### src/rtl/div.sv
// Multi-cycle radix-2 restoring divider for DIV/DIVU: HI = remainder, LO = quotient.
// Latency 33 edges (2 for a zero divisor). The result is held while start_i stays high and annul_i aborts the divide.
module div #(
    parameter int WIDTH = 32
) (
    input  logic               clk,
    input  logic               rst,
    input  logic               signed_div_i,
    input  logic [WIDTH-1:0]   opdata1_i,
    input  logic [WIDTH-1:0]   opdata2_i,
    input  logic               start_i,
    input  logic               annul_i,
    output logic [2*WIDTH-1:0] result_o,
    output logic               ready_o
);

    typedef enum logic [1:0] {
        ST_FREE    = 2'd0,
        ST_BY_ZERO = 2'd1,
        ST_ON      = 2'd2,
        ST_END     = 2'd3
    } state_e;

    localparam logic [5:0] LAST_CNT = 6'(WIDTH);

    state_e             state_q, state_d;
    logic [5:0]         cnt_q, cnt_d;
    logic [2*WIDTH:0]   dividend_q, dividend_d;
    logic [WIDTH-1:0]   op2_abs_q, op2_abs_d;
    logic               signed_q, signed_d;
    logic               sign1_q, sign1_d;
    logic               sign2_q, sign2_d;
    logic [2*WIDTH-1:0] result_q, result_d;
    logic               ready_q, ready_d;

    logic [WIDTH-1:0]   op1_abs, op2_abs;
    logic [WIDTH:0]     diff;
    logic [WIDTH-1:0]   quot_raw, rem_raw, quot_fin, rem_fin;

    always_ff @(posedge clk or posedge rst) begin
        if (rst) begin
            state_q <= ST_FREE;
        end else begin
            state_q <= state_d;
        end
    end

    always_comb begin
        state_d = state_q;
        case (state_q)
            ST_FREE: begin
                if (start_i && !annul_i) begin
                    state_d = (opdata2_i == '0) ? ST_BY_ZERO : ST_ON;
                end
            end
            ST_BY_ZERO: state_d = ST_END;
            ST_ON: begin
                if (annul_i) begin
                    state_d = ST_FREE;
                end else if (cnt_q == LAST_CNT) begin
                    state_d = ST_END;
                end
            end
            ST_END: begin
                if (!start_i) begin
                    state_d = ST_FREE;
                end
            end
            default: state_d = ST_FREE;
        endcase
    end

    // Magnitudes: 0x80000000 negates to itself, which reads correctly as unsigned 2^31.
    assign op1_abs = (signed_div_i && opdata1_i[WIDTH-1]) ? -opdata1_i : opdata1_i;
    assign op2_abs = (signed_div_i && opdata2_i[WIDTH-1]) ? -opdata2_i : opdata2_i;

    assign diff     = {1'b0, dividend_q[2*WIDTH-1:WIDTH]} - {1'b0, op2_abs_q};
    assign quot_raw = dividend_q[WIDTH-1:0];
    assign rem_raw  = dividend_q[2*WIDTH:WIDTH+1];
    assign quot_fin = (signed_q && (sign1_q ^ sign2_q)) ? -quot_raw : quot_raw;
    assign rem_fin  = (signed_q && sign1_q) ? -rem_raw : rem_raw;

    always_comb begin
        cnt_d      = cnt_q;
        dividend_d = dividend_q;
        op2_abs_d  = op2_abs_q;
        signed_d   = signed_q;
        sign1_d    = sign1_q;
        sign2_d    = sign2_q;
        result_d   = '0;
        ready_d    = 1'b0;
        case (state_q)
            ST_FREE: begin
                if (start_i && !annul_i && (opdata2_i != '0)) begin
                    cnt_d      = '0;
                    dividend_d = {{WIDTH{1'b0}}, op1_abs, 1'b0};
                    op2_abs_d  = op2_abs;
                    signed_d   = signed_div_i;
                    sign1_d    = opdata1_i[WIDTH-1];
                    sign2_d    = opdata2_i[WIDTH-1];
                end
            end
            ST_BY_ZERO: dividend_d = '0;
            ST_ON: begin
                if (!annul_i) begin
                    if (cnt_q != LAST_CNT) begin
                        cnt_d = cnt_q + 6'd1;
                        if (diff[WIDTH]) begin
                            dividend_d = {dividend_q[2*WIDTH-1:0], 1'b0};
                        end else begin
                            dividend_d = {diff[WIDTH-1:0], dividend_q[WIDTH-1:0], 1'b1};
                        end
                    end else begin
                        // Keep the signed-corrected result in the working register so END can replay it.
                        dividend_d = {rem_fin, 1'b0, quot_fin};
                        result_d   = {rem_fin, quot_fin};
                        ready_d    = 1'b1;
                    end
                end
            end
            ST_END: begin
                if (start_i) begin
                    result_d = {dividend_q[2*WIDTH:WIDTH+1], dividend_q[WIDTH-1:0]};
                    ready_d  = 1'b1;
                end
            end
            default: ;
        endcase
    end

    always_ff @(posedge clk or posedge rst) begin
        if (rst) begin
            cnt_q      <= '0;
            dividend_q <= '0;
            op2_abs_q  <= '0;
            signed_q   <= 1'b0;
            sign1_q    <= 1'b0;
            sign2_q    <= 1'b0;
            result_q   <= '0;
            ready_q    <= 1'b0;
        end else begin
            cnt_q      <= cnt_d;
            dividend_q <= dividend_d;
            op2_abs_q  <= op2_abs_d;
            signed_q   <= signed_d;
            sign1_q    <= sign1_d;
            sign2_q    <= sign2_d;
            result_q   <= result_d;
            ready_q    <= ready_d;
        end
    end

    assign result_o = result_q;
    assign ready_o  = ready_q;

endmodule
### config.mk
export PLATFORM = sky130hd
export DESIGN_NAME = div
export DESIGN_NICKNAME = d
export VERILOG_FILES = /design/src/rtl/div.sv
export SDC_FILE = /design/constraint.sdc
export NUM_CORES = 1
export LEC_CHECK = 0
export ABC_AREA = 1
export CORE_MARGIN = 1.5
export CORE_UTILIZATION = 35
export DETAILED_ROUTE_END_ITERATION = 8
export PLACE_DENSITY = 0.63
export SLEW_MARGIN = 0
export SYNTH_ARGS = -nofsm -noshare
export SYNTH_HDL_FRONTEND = slang
export SYNTH_SLANG_ARGS = --single-unit
### constraint.sdc
create_clock -name clk -period 6.45 [get_ports clk]
set_clock_uncertainty 0.05 [all_clocks]
set_input_delay 1.935 -clock clk [delete_from_list [all_inputs] [get_ports clk]]
set_output_delay 1.935 -clock clk [all_outputs]
set_load 0.01 [all_outputs]
==> impl_metrics.json, run 1 <==
{
  "via_count": 15000,
  "place_inst": 2901,
  "crit_type": "input port to flop",
  "design_power_total_mw": 5.54,
  "antenna_left": 0,
  "syn_to_final_growth_pct": 15.9,
  "grt_pass1_wl_um": 76400,
  "leakagePower_nw": 8.51,
  "instances_no_fill": 2933,
  "status": "finished clean",
  "clk_latency_ps": 460,
  "drv_cap": 0,
  "period_needed_ps": 4430,
  "track_usage_pct": 23.4,
  "first_pass_iters": 6,
  "synthArstFlopShare_pct": 100,
  "cp_max_fo": 26,
  "path_cells": "clkdlybuf4s50_1 > nand2_1 > buf_4 > inv_1 > buf_4 > o21ai_2 > or2_2 > nand3_1 > nand2_1 > nand2_1 > nand2_1",
  "synth-edff-count": 0,
  "drive_gt1_share_pct": 4.07,
  "globalRouteOverflowTotal": 0,
  "syn_inst": 2307,
  "cts_resized": 0,
  "wire_per_inst_um": 16.5,
  "drc": 0,
  "cts_root_buf": "clkbuf_16",
  "pre_cts_slack_ps": 1590,
  "syn-num-nets": 2420,
  "die_area_mm2": 0.0421,
  "routed_wl_um": 48300,
  "vias_per_cell": 5.11,
  "clkSinkCount": 173,
  "drt_iter0_markers": 1481,
  "synth.distinct_cells": 45,
  "setup_viol": 0,
  "cts_made_buffers": 17,
  "grt_pass1_vias": 14300,
  "cts_post_setup_buffers_inserted": 0,
  "ys_ff_latch": 173,
  "pin_count": 134,
  "dp_hpwl_um": 36600,
  "synth_seq_area_share_pct": 30.3,
  "cts_max_level": 4,
  "min_from": "op2_abs_q[29]",
  "fin_crit_sh_pct": 68.7,
  "hold_ws_ps": 434,
  "timing.rr.end": "dividend_q[51]",
  "gp_congestion": 0.905,
  "coreArea_mm2": 0.0400,
  "fin_ws_ps": 2020,
  "max_slew.worst_pin.slew_ps": 1070,
  "diodes": 0,
  "fp-row-count": 73,
  "start_util_pct": 35.7,
  "synth_ff_type": "dfrtp_1",
  "clock.fmax_mhz": 226,
  "finalMaxSlewViolations": 0,
  "port_buffers": 133,
  "ctsHoldBuffers": 0,
  "critPathMaxStageDelay_ps": 740,
  "cp-end-kind": "flop",
  "grt_setup_unrepaired": "false",
  "rr_startpoint": "dividend_q[32]",
  "peakVddDrop_v": 0.000171,
  "crit_required_ps": 6750,
  "hp-class": "flop to flop",
  "hold_path_depth": 2,
  "grt_max_degree": 174,
  "maxSlewHeadroom_pct": 28.9,
  "ys_warn_count": 0,
  "cts_tree": "yes",
  "die_w_um": 205,
  "finalSetupTns_ps": 0,
  "crit_family": "buffers and inverters",
  "syn_area_per_cell_um2": 6.20,
  "crit_buf_inv": 4,
  "cp_common_cell": "nand2_1",
  "path_clk_slew_ps": 70,
  "cp_slowest_cell": "clkdlybuf4s50_1",
  "min_to": "op2_abs_q[29]",
  "antenna_found_initial": 0,
  "fin_nets": 2508,
  "worst-endpoint-arrival_ps": 4730,
  "reg2reg_depth": 16,
  "crit_path_start_kind": "input port",
  "die_h_um": 205,
  "netlist_area_mm2": 0.0143,
  "rrSetupSlack_ps": 2890,
  "power.density_mw_per_mm2": 334,
  "cts_buffer_depth": 2,
  "final_hold_viol_count": 0
}
synthesized netlist by cell type (4+ instances only):
library cell | n | area share, %
clkbuf_1 | 25 | 0.66
dfrtp_1 | 173 | 30
o21ai_0 | 136 | 4.8
o22ai_1 | 34 | 1.5
nor4_1 | 6 | 0.26
nor2_2 | 7 | 0.31
nand3_1 | 192 | 6.7
nor3_1 | 17 | 0.60
o31ai_1 | 4 | 0.21
xnor2_1 | 11 | 0.67
buf_4 | 6 | 0.32
buf_6 | 8 | 0.63
a21oi_1 | 90 | 3.2
nor2_1 | 236 | 6.2
inv_1 | 318 | 8.4
xor2_1 | 51 | 3.1
nand2_1 | 780 | 20
nand4_1 | 26 | 1.1
o21bai_1 | 6 | 0.32
or2_2 | 6 | 0.26
o211ai_1 | 14 | 0.74
nand2_2 | 8 | 0.35
nand3b_1 | 13 | 0.68
o21ai_1 | 13 | 0.46
buf_2 | 33 | 1.2
a31oi_1 | 4 | 0.18
inv_2 | 7 | 0.18
nand3_2 | 10 | 0.70
ha_1 | 43 | 3.8
stage by stage:
step | util, % | cell area [µm²]
final | 41.4 | 16600
after CTS | 41.4 | 16600
after floorplan | - | 14300
after global placement | 39.9 | 16000
after detailed placement | 39.9 | 16000
after global routing | 41.4 | 16600
per-layer routing:
metal  GRT usage [%]  wire (µm)  vias to the layer above
li1                -          -                     7487
met1            29.6      20700                     6923
met2            39.4      22700                      497
met3            2.88       2720                       94
met4            11.0       2100                        0
met5               0          0                        -
worst reg2reg max path, delay by kind of cell, from the launching register on:
family                     cells  cell delay [ps]
adders and majority gates      2              640
and+or+nand+nor               11             1830
DFF                            1              410
buffers and inverters          2              280
AOI/OAI and AO/OA              1              300
power by group:
part | internal, mW | total [mW] | switching, mW
clock network | 0.585 | 1.06 | 0.471
logic | 0.878 | 2.99 | 2.12
registers | 1.32 | 1.49 | 0.170
cells in the final DEF (no fill, tap or decap), types with 6 or more instances in the layout:
| master | netlist | final |
|---|---|---|
| nor4_1 | 6 | 6 |
| nor2_2 | 7 | 9 |
| o21ai_0 | 136 | 136 |
| o22ai_1 | 34 | 34 |
| xnor2_1 | 11 | 11 |
| nand2_2 | 8 | 9 |
| a21oi_1 | 90 | 90 |
| clkdlybuf4s50_1 | 0 | 133 |
| nor3_1 | 17 | 17 |
| nand3_2 | 10 | 11 |
| inv_1 | 318 | 317 |
| clkbuf_16 | 0 | 17 |
| nand2_1 | 780 | 779 |
| ha_1 | 43 | 43 |
| nand3_1 | 192 | 191 |
| buf_4 | 6 | 13 |
| o21bai_1 | 6 | 6 |
| dfrtp_1 | 173 | 173 |
| or2_2 | 6 | 6 |
| nor2_1 | 236 | 233 |
| nand4_1 | 26 | 26 |
| inv_2 | 7 | 7 |
| o21ai_1 | 13 | 13 |
| o211ai_1 | 14 | 14 |
| xor2_1 | 51 | 51 |
| nand3b_1 | 13 | 13 |
area by class of cell:
type / instances / area, µm²
tap: 525 / 657
timing repair buffer: 147 / 1450
multi-input combinational: 1730 / 8310
fill: 4275 / 23400
clock buffer: 21 / 450
clock inverter: 11 / 133
sequential: 173 / 4330
inverter: 326 / 1230
cells by family after synthesis:
kind of cell | Yosys count | synth area share (%)
AOI/OAI and AO/OA | 313 | 12.0
xor gates and xnor gates | 62 | 3.80
adders and majority gates | 44 | 3.90
buffers and inverters | 404 | 11.7
DFF | 173 | 30.3
and+or+nand+nor | 1311 | 38.4
sequential cells by signal (all words and copies together) (netlist names):
signal      cells
signed_q        1
ready_o         1
result_o       64
dividend_q     65
sign2_q         1
cnt_q           6
sign1_q         1
op2_abs_q      32
state_q         2
how the worst max path moves through the flow:
stage	start	end	slack, ps	cells past startpoint
floorplan	rst	cnt_q[0]	2250	1
global placement	opdata1_i[31]	dividend_q[23]	1600	11
detailed placement	opdata2_i[0]	dividend_q[61]	1590	15
CTS	opdata2_i[0]	dividend_q[61]	2070	15
global route	opdata2_i[1]	op2_abs_q[20]	1700	11
finish	opdata1_i[31]	dividend_q[23]	2020	11
No activity file was read; power rests on OpenSTA's default activity.
==> run 2: changes to the inputs <==
--- a/config.mk
+++ b/config.mk
@@ -9,7 +9,7 @@
 export CORE_MARGIN = 1.5
 export CORE_UTILIZATION = 35
 export DETAILED_ROUTE_END_ITERATION = 8
-export PLACE_DENSITY = 0.63
+export PLACE_DENSITY = 0.61
 export SLEW_MARGIN = 0
 export SYNTH_ARGS = -nofsm -noshare
 export SYNTH_HDL_FRONTEND = slang
==> constraint.sdc (replaced) <==
create_clock -name clk -period 4.1 [get_ports clk]
set_clock_uncertainty 0.05 [all_clocks]
set_input_delay 1.23 -clock clk [delete_from_list [all_inputs] [get_ports clk]]
set_output_delay 1.23 -clock clk [all_outputs]
set_load 0.01 [all_outputs]
==> impl_metrics.json, run 2 (synthesis gave the netlist of run 1 again) <==
{
  "status": "finished clean",
  "grt_pass1_vias": 14400,
  "dp_hpwl_um": 37900,
  "multi_input_area_mm2": 0.00832,
  "top_register": "dividend_q",
  "cp_max_fo": 32,
  "fillers": 4297,
  "routed_wl_um": 48900,
  "max_slew.worst_pin.slew_ps": 986,
  "globalRouteOverflowTotal": 0,
  "cts_resized": 0,
  "crit_required_ps": 4400,
  "clock.fmax_mhz": 284,
  "drc": 0,
  "largest_reg_flops": 65,
  "drive_gt1_share_pct": 4.91,
  "layout_common_cells": "779 x nand2_1, 317 x inv_1, 233 x nor2_1, 191 x nand3_1, 173 x dfrtp_1",
  "clkSinkCount": 173,
  "pin_count": 134,
  "start_util_pct": 35.7,
  "antenna_found_initial": 0,
  "finalSetupTns_ps": 0,
  "cts_made_buffers": 17,
  "regArea_mm2": 0.00433,
  "drv_cap": 0,
  "grt_pass1_wl_um": 78000,
  "port_buffers": 133,
  "worst-endpoint-arrival_ps": 3830,
  "fp-row-count": 73,
  "cp-end-kind": "flop",
  "syn_to_final_growth_pct": 17.4,
  "power.density_mw_per_mm2": 525,
  "cts_max_level": 4,
  "period_needed_ps": 3520,
  "fin_crit_sh_pct": 86.0,
  "hp-class": "flop to flop",
  "drt_iter0_markers": 1191,
  "ctsHoldBuffers": 0,
  "final_hold_viol_count": 0,
  "peakVddDrop_v": 0.000326,
  "diodes": 0,
  "die_h_um": 205,
  "die_area_mm2": 0.0421,
  "track_usage_pct": 23.8,
  "final_common_cell": "nand2_1",
  "cts_buffer_depth": 2,
  "via_count": 15100,
  "maxSlewHeadroom_pct": 34.1,
  "cts_post_setup_buffers_inserted": 0,
  "wire_per_inst_um": 16.6,
  "vias_per_cell": 5.13,
  "fin_nets": 2526,
  "leakagePower_nw": 8.64,
  "cts_root_buf": "clkbuf_16",
  "first_pass_iters": 6,
  "grt_setup_unrepaired": "false",
  "design_power_total_mw": 8.81,
  "antenna_left": 0,
  "finalMaxSlewViolations": 0,
  "cts_tree": "yes",
  "die_w_um": 205,
  "setup_viol": 0,
  "rrSetupSlack_ps": 580,
  "crit_type": "flop to flop",
  "crit_path_start_kind": "flop",
  "coreArea_mm2": 0.0400,
  "clk_latency_ps": 470,
  "gp_congestion": 0.938,
  "path_clk_slew_ps": 90,
  "grt_max_degree": 119
}
[run 2: cell types whose count changed in the layout (fill, tap and decap cells not counted), moves of 2 or more]
cell       before  now
bufinv_16       2    0
clkbuf_1        3    0
inv_8           0    2
buf_4          13   28
buf_12          1    4
clkinv_8        0    7
[run 2: worst paths after layout]
kind / from / endpoint / cells after the start
setup / recovery: dividend_q[32] / dividend_q[51] / 16
hold / removal: op2_abs_q[9] / op2_abs_q[9] / 2
setup reg to reg: dividend_q[32] / dividend_q[51] / 16
hold reg to reg: op2_abs_q[9] / op2_abs_q[9] / 2
max in group asynchronous: rst / op2_abs_q[23] / 3
min in group asynchronous: rst / result_o[38] / 3
[run 2: metal layers]
metal | track usage, % | up-vias | wire (µm)
met4 | 9.85 | 0 | 1870
li1 | - | 7535 | -
met1 | 30.2 | 7051 | 20600
met2 | 40.5 | 466 | 23800
met3 | 3.09 | 80 | 2610
met5 | 0 | - | 0
[run 2: per-stage QoR]
step                      hold slack (ps)  setup slack [ps]  area [µm²]  cells  util (%)
final                                 437               576       16800   2951      41.9
after global routing                  462               374       16800   2951      41.9
after CTS                             446               629       16800   2951      41.9
after detailed placement              426               467       16200   2919      40.4
after global placement                423               493       16200   2919      40.4
after floorplan                       399               609       14300   2307         -
[run 2: power by group]
group	total (mW)	switching (mW)	internal, mW	leakage (nW)
combinational	4.78	3.31	1.47	6.03
clock	1.69	0.863	0.831	0.295
sequential	2.34	0.267	2.07	2.32
total	8.81	4.44	4.37	8.64
[run 2: cell type report]
cell class / instances / share of cell area [%]
Clock buffer: 17 / 2.54
Clock inverter: 15 / 1.16
Inverter: 326 / 7.34
Multi-Input combinational cell: 1730 / 49.6
Sequential cell: 173 / 25.8
Tap cell: 525 / 3.91
Timing Repair Buffer: 165 / 9.66
[run 2: worst max-delay path: stages, from the launching register on]
cell and delay [ps]:
dfrtp_1 430, inv_1 160, ha_1 190, fa_1 210
inv_1 100, nand3_2 80, nand3_2 150, nand2_1 120
nand2_2 80, nand2_2 80, nand2_2 80, nand2_4 260
nand2_2 500, nor2_2 580, a21oi_1 170, nand2_1 90
nand2_1 50
==> run 3: changes to the inputs <==
--- a/config.mk
+++ b/config.mk
@@ -5,11 +5,10 @@
 export SDC_FILE = /design/constraint.sdc
 export NUM_CORES = 1
 export LEC_CHECK = 0
-export ABC_AREA = 1
 export CORE_MARGIN = 1.5
 export CORE_UTILIZATION = 35
 export DETAILED_ROUTE_END_ITERATION = 8
-export PLACE_DENSITY = 0.61
+export PLACE_DENSITY = 0.62
 export SLEW_MARGIN = 0
 export SYNTH_ARGS = -nofsm -noshare
 export SYNTH_HDL_FRONTEND = slang
==> impl_metrics.json, run 3 <==
{
  "p_int_mw": 4.45,
  "synth_adder_area_share_pct": 4.32,
  "track_usage_pct": 21.8,
  "critPathMaxStageDelay_ps": 510,
  "synth_mux_area_share_pct": 1.25,
  "worst-endpoint-arrival_ps": 4180,
  "netlist_area_mm2": 0.0129,
  "die_w_um": 195,
  "crit_buf_inv": 3,
  "maxSlewHeadroom_pct": 33.4,
  "switchingPower_mw": 3.64,
  "synth.distinct_cells": 80,
  "power.density_mw_per_mm2": 516,
  "hold_path_depth": 2,
  "max_slew.worst_pin.slew_ps": 997,
  "final_common_cell": "nand2_1",
  "ys_ff_latch": 173,
  "crit_family": "compound AO/OA/AOI/OAI gates",
  "reg2reg_depth": 12,
  "cts_root_buf": "clkbuf_16",
  "pwr-share-clk_pct": 20.1,
  "synth_ff_type": "dfrtp_1",
  "finalMaxSlewViolations": 0,
  "path_cells": "clkdlybuf4s50_1 > inv_1 > ha_1 > or4b_4 > or3_1 > o311a_4 > o21a_4 > buf_4 > o21ai_0 > a22oi_1 > o21ai_0",
  "place_inst": 2236,
  "synth_top_family_by_area": "compound AO/OA/AOI/OAI gates",
  "cp_max_fo": 34,
  "vias_per_cell": 5.70,
  "gp_congestion": 0.912,
  "pin_count": 134,
  "crit_path_start_kind": "input port",
  "yosys-top-cells-count": "217 x nand2_1, 211 x o21ai_0, 173 x dfrtp_1, 147 x nor2_1, 143 x a21oi_1",
  "synth-edff-count": 0,
  "ctsHoldBuffers": 0,
  "drive_gt1_share_pct": 8.17,
  "crit_type": "input port to flop",
  "grt_pass1_wl_um": 65900,
  "layout_common_cells": "216 x nand2_1, 211 x o21ai_0, 173 x dfrtp_1, 147 x nor2_1, 143 x a21oi_1",
  "port_buffers": 133,
  "cp-startpoint": "opdata2_i[0]",
  "combPwrFrac_pct": 48.5,
  "grt_setup_unrepaired": "false",
  "grt_max_degree": 110,
  "routed_wl_um": 41800,
  "finalSetupTns_ps": 0,
  "drc": 0,
  "timing.rr.end": "dividend_q[48]",
  "cts_made_buffers": 17,
  "drv_cap": 0,
  "start_util_pct": 35.4,
  "final_hold_viol_count": 0,
  "yosys.area_share.xor_xnor_pct": 6.91,
  "fp-row-count": 70,
  "crit_required_ps": 4410,
  "die_h_um": 195,
  "synth-simple-area-share_pct": 20.1,
  "path_clk_slew_ps": 70,
  "peakVddDrop_v": 0.000400,
  "fin_nets": 1900,
  "diodes": 0,
  "hp-class": "flop to flop",
  "synth_most_common_cell": "nand2_1",
  "wire_per_inst_um": 18.4,
  "setup_viol": 0,
  "status": "finished clean",
  "clk_latency_ps": 450,
  "syn_inst": 1660,
  "antenna_left": 0,
  "ys_warn_count": 0,
  "rr_startpoint": "dividend_q[32]",
  "die_area_mm2": 0.0381,
  "first_pass_iters": 6,
  "dp_hpwl_um": 30600,
  "fin_crit_sh_pct": 94.3,
  "leakagePower_nw": 6.44,
  "clkSinkCount": 173,
  "syn-num-nets": 1773,
  "cts_post_setup_buffers_inserted": 0,
  "seqPwrFrac_pct": 31.3,
  "via_count": 12900,
  "ys_top_cells_by_area": "dfrtp_1 33%, o21ai_0 8.2%, nand2_1 6.3%",
  "synthArstFlopShare_pct": 100,
  "cp-end-kind": "flop",
  "cts_tree": "yes",
  "min_to": "op2_abs_q[27]",
  "cts_max_level": 4,
  "antenna_found_initial": 0,
  "instances_no_fill": 2267,
  "top_register": "dividend_q",
  "cp_slowest_cell": "or3_1",
  "clock.fmax_mhz": 259,
  "grt_pass1_vias": 11700,
  "hold_ws_ps": 430,
  "coreArea_mm2": 0.0365,
  "yosys.area.top_type_share_pct": 33.5,
  "syn_to_final_growth_pct": 21.3,
  "cp_common_cell": "o21ai_0",
  "synth_seq_area_share_pct": 33.5,
  "cts_resized": 0,
  "p_sw_share_pct": 45.0,
  "synth_compound_area_share_pct": 28.3,
  "period_needed_ps": 3870,
  "cts_buffer_depth": 2,
  "syn_area_per_cell_um2": 7.79,
  "post-synth-top-area-cell": "dfrtp_1",
  "drt_iter0_markers": 1228,
  "min_from": "op2_abs_q[27]",
  "globalRouteOverflowTotal": 0,
  "largest_reg_flops": 65,
  "rrSetupSlack_ps": 500
}
[run 3: changes by cell type after synthesis, sizes merged, moves of 24 or more]
cell,previous run,this run
buf,52,28
nor3,20,46
nand3,202,21
clkbuf,26,85
o31ai,4,42
inv,326,67
nand2,789,220
a21oi,91,144
nor2,246,147
o22ai,34,1
o21ai,151,216
xnor2,11,62
[run 3: per-layer routing]
metal	vias to the layer above	share of wire [%]	GRT usage [%]	wire length [µm]
met5	-	0	0	0
met4	0	2.6	6.89	1080
met3	71	7.6	3.58	3180
met2	562	42	31.8	17800
met1	6055	47	32.7	19800
li1	6230	-	-	-
[run 3: final cells by class]
class	instances	area, µm²
inverters	68	259
clock inverters	11	109
well taps	468	586
clock buffers	20	467
repair buffers	221	2050
fillers	3588	20800
flip-flops and latches	173	4330
multi-input cells	1306	7870
[run 3: cells by family after synthesis]
kind of cell               count (synthesis)
AOI/OAI and AO/OA                        584
xor gates and xnor gates                 102
adders and majority gates                 44
buffers and inverters                    181
DFF                                      173
muxes                                     16
and+or+nand+nor                          560
[run 3: power by group through the flow]
stage          sequential, mW  clock [mW]  combinational, mW
4_1_cts                  2.52        1.66               3.88
3_5_place_dp             2.55           0               3.86
6_report                 2.53        1.63               3.93
3_3_place_gp             2.54           0               3.77
5_1_grt                  2.59        1.73               4.34
2_1_floorplan            2.32           0               2.91
[run 3: metrics by stage]
stage	worst slack [ps]	power [mW]	utilization [%]	area, µm²
6_report	235	8.09	42.9	15700
5_1_grt	125	8.66	42.9	15700
4_1_cts	238	8.06	42.9	15700
3_5_place_dp	-225	6.41	41.3	15100
3_3_place_gp	-179	6.31	41.3	15100
2_1_floorplan	396	5.23	-	12900
[run 3: worst max-delay path by stage]
stage | to | slack, ps | depth (start not counted)
3_5_place_dp | dividend_q[26] | -230 | 11
5_1_grt | dividend_q[52] | 130 | 13
4_1_cts | dividend_q[26] | 240 | 11
6_report | dividend_q[26] | 230 | 11
2_1_floorplan | dividend_q[18] | 400 | 11
3_3_place_gp | dividend_q[18] | -180 | 11
[run 3: worst min-delay path: stages (launching register included)]
cell,delay [ps]
dfrtp_1,340
nand2_1,50
o21ai_0,60
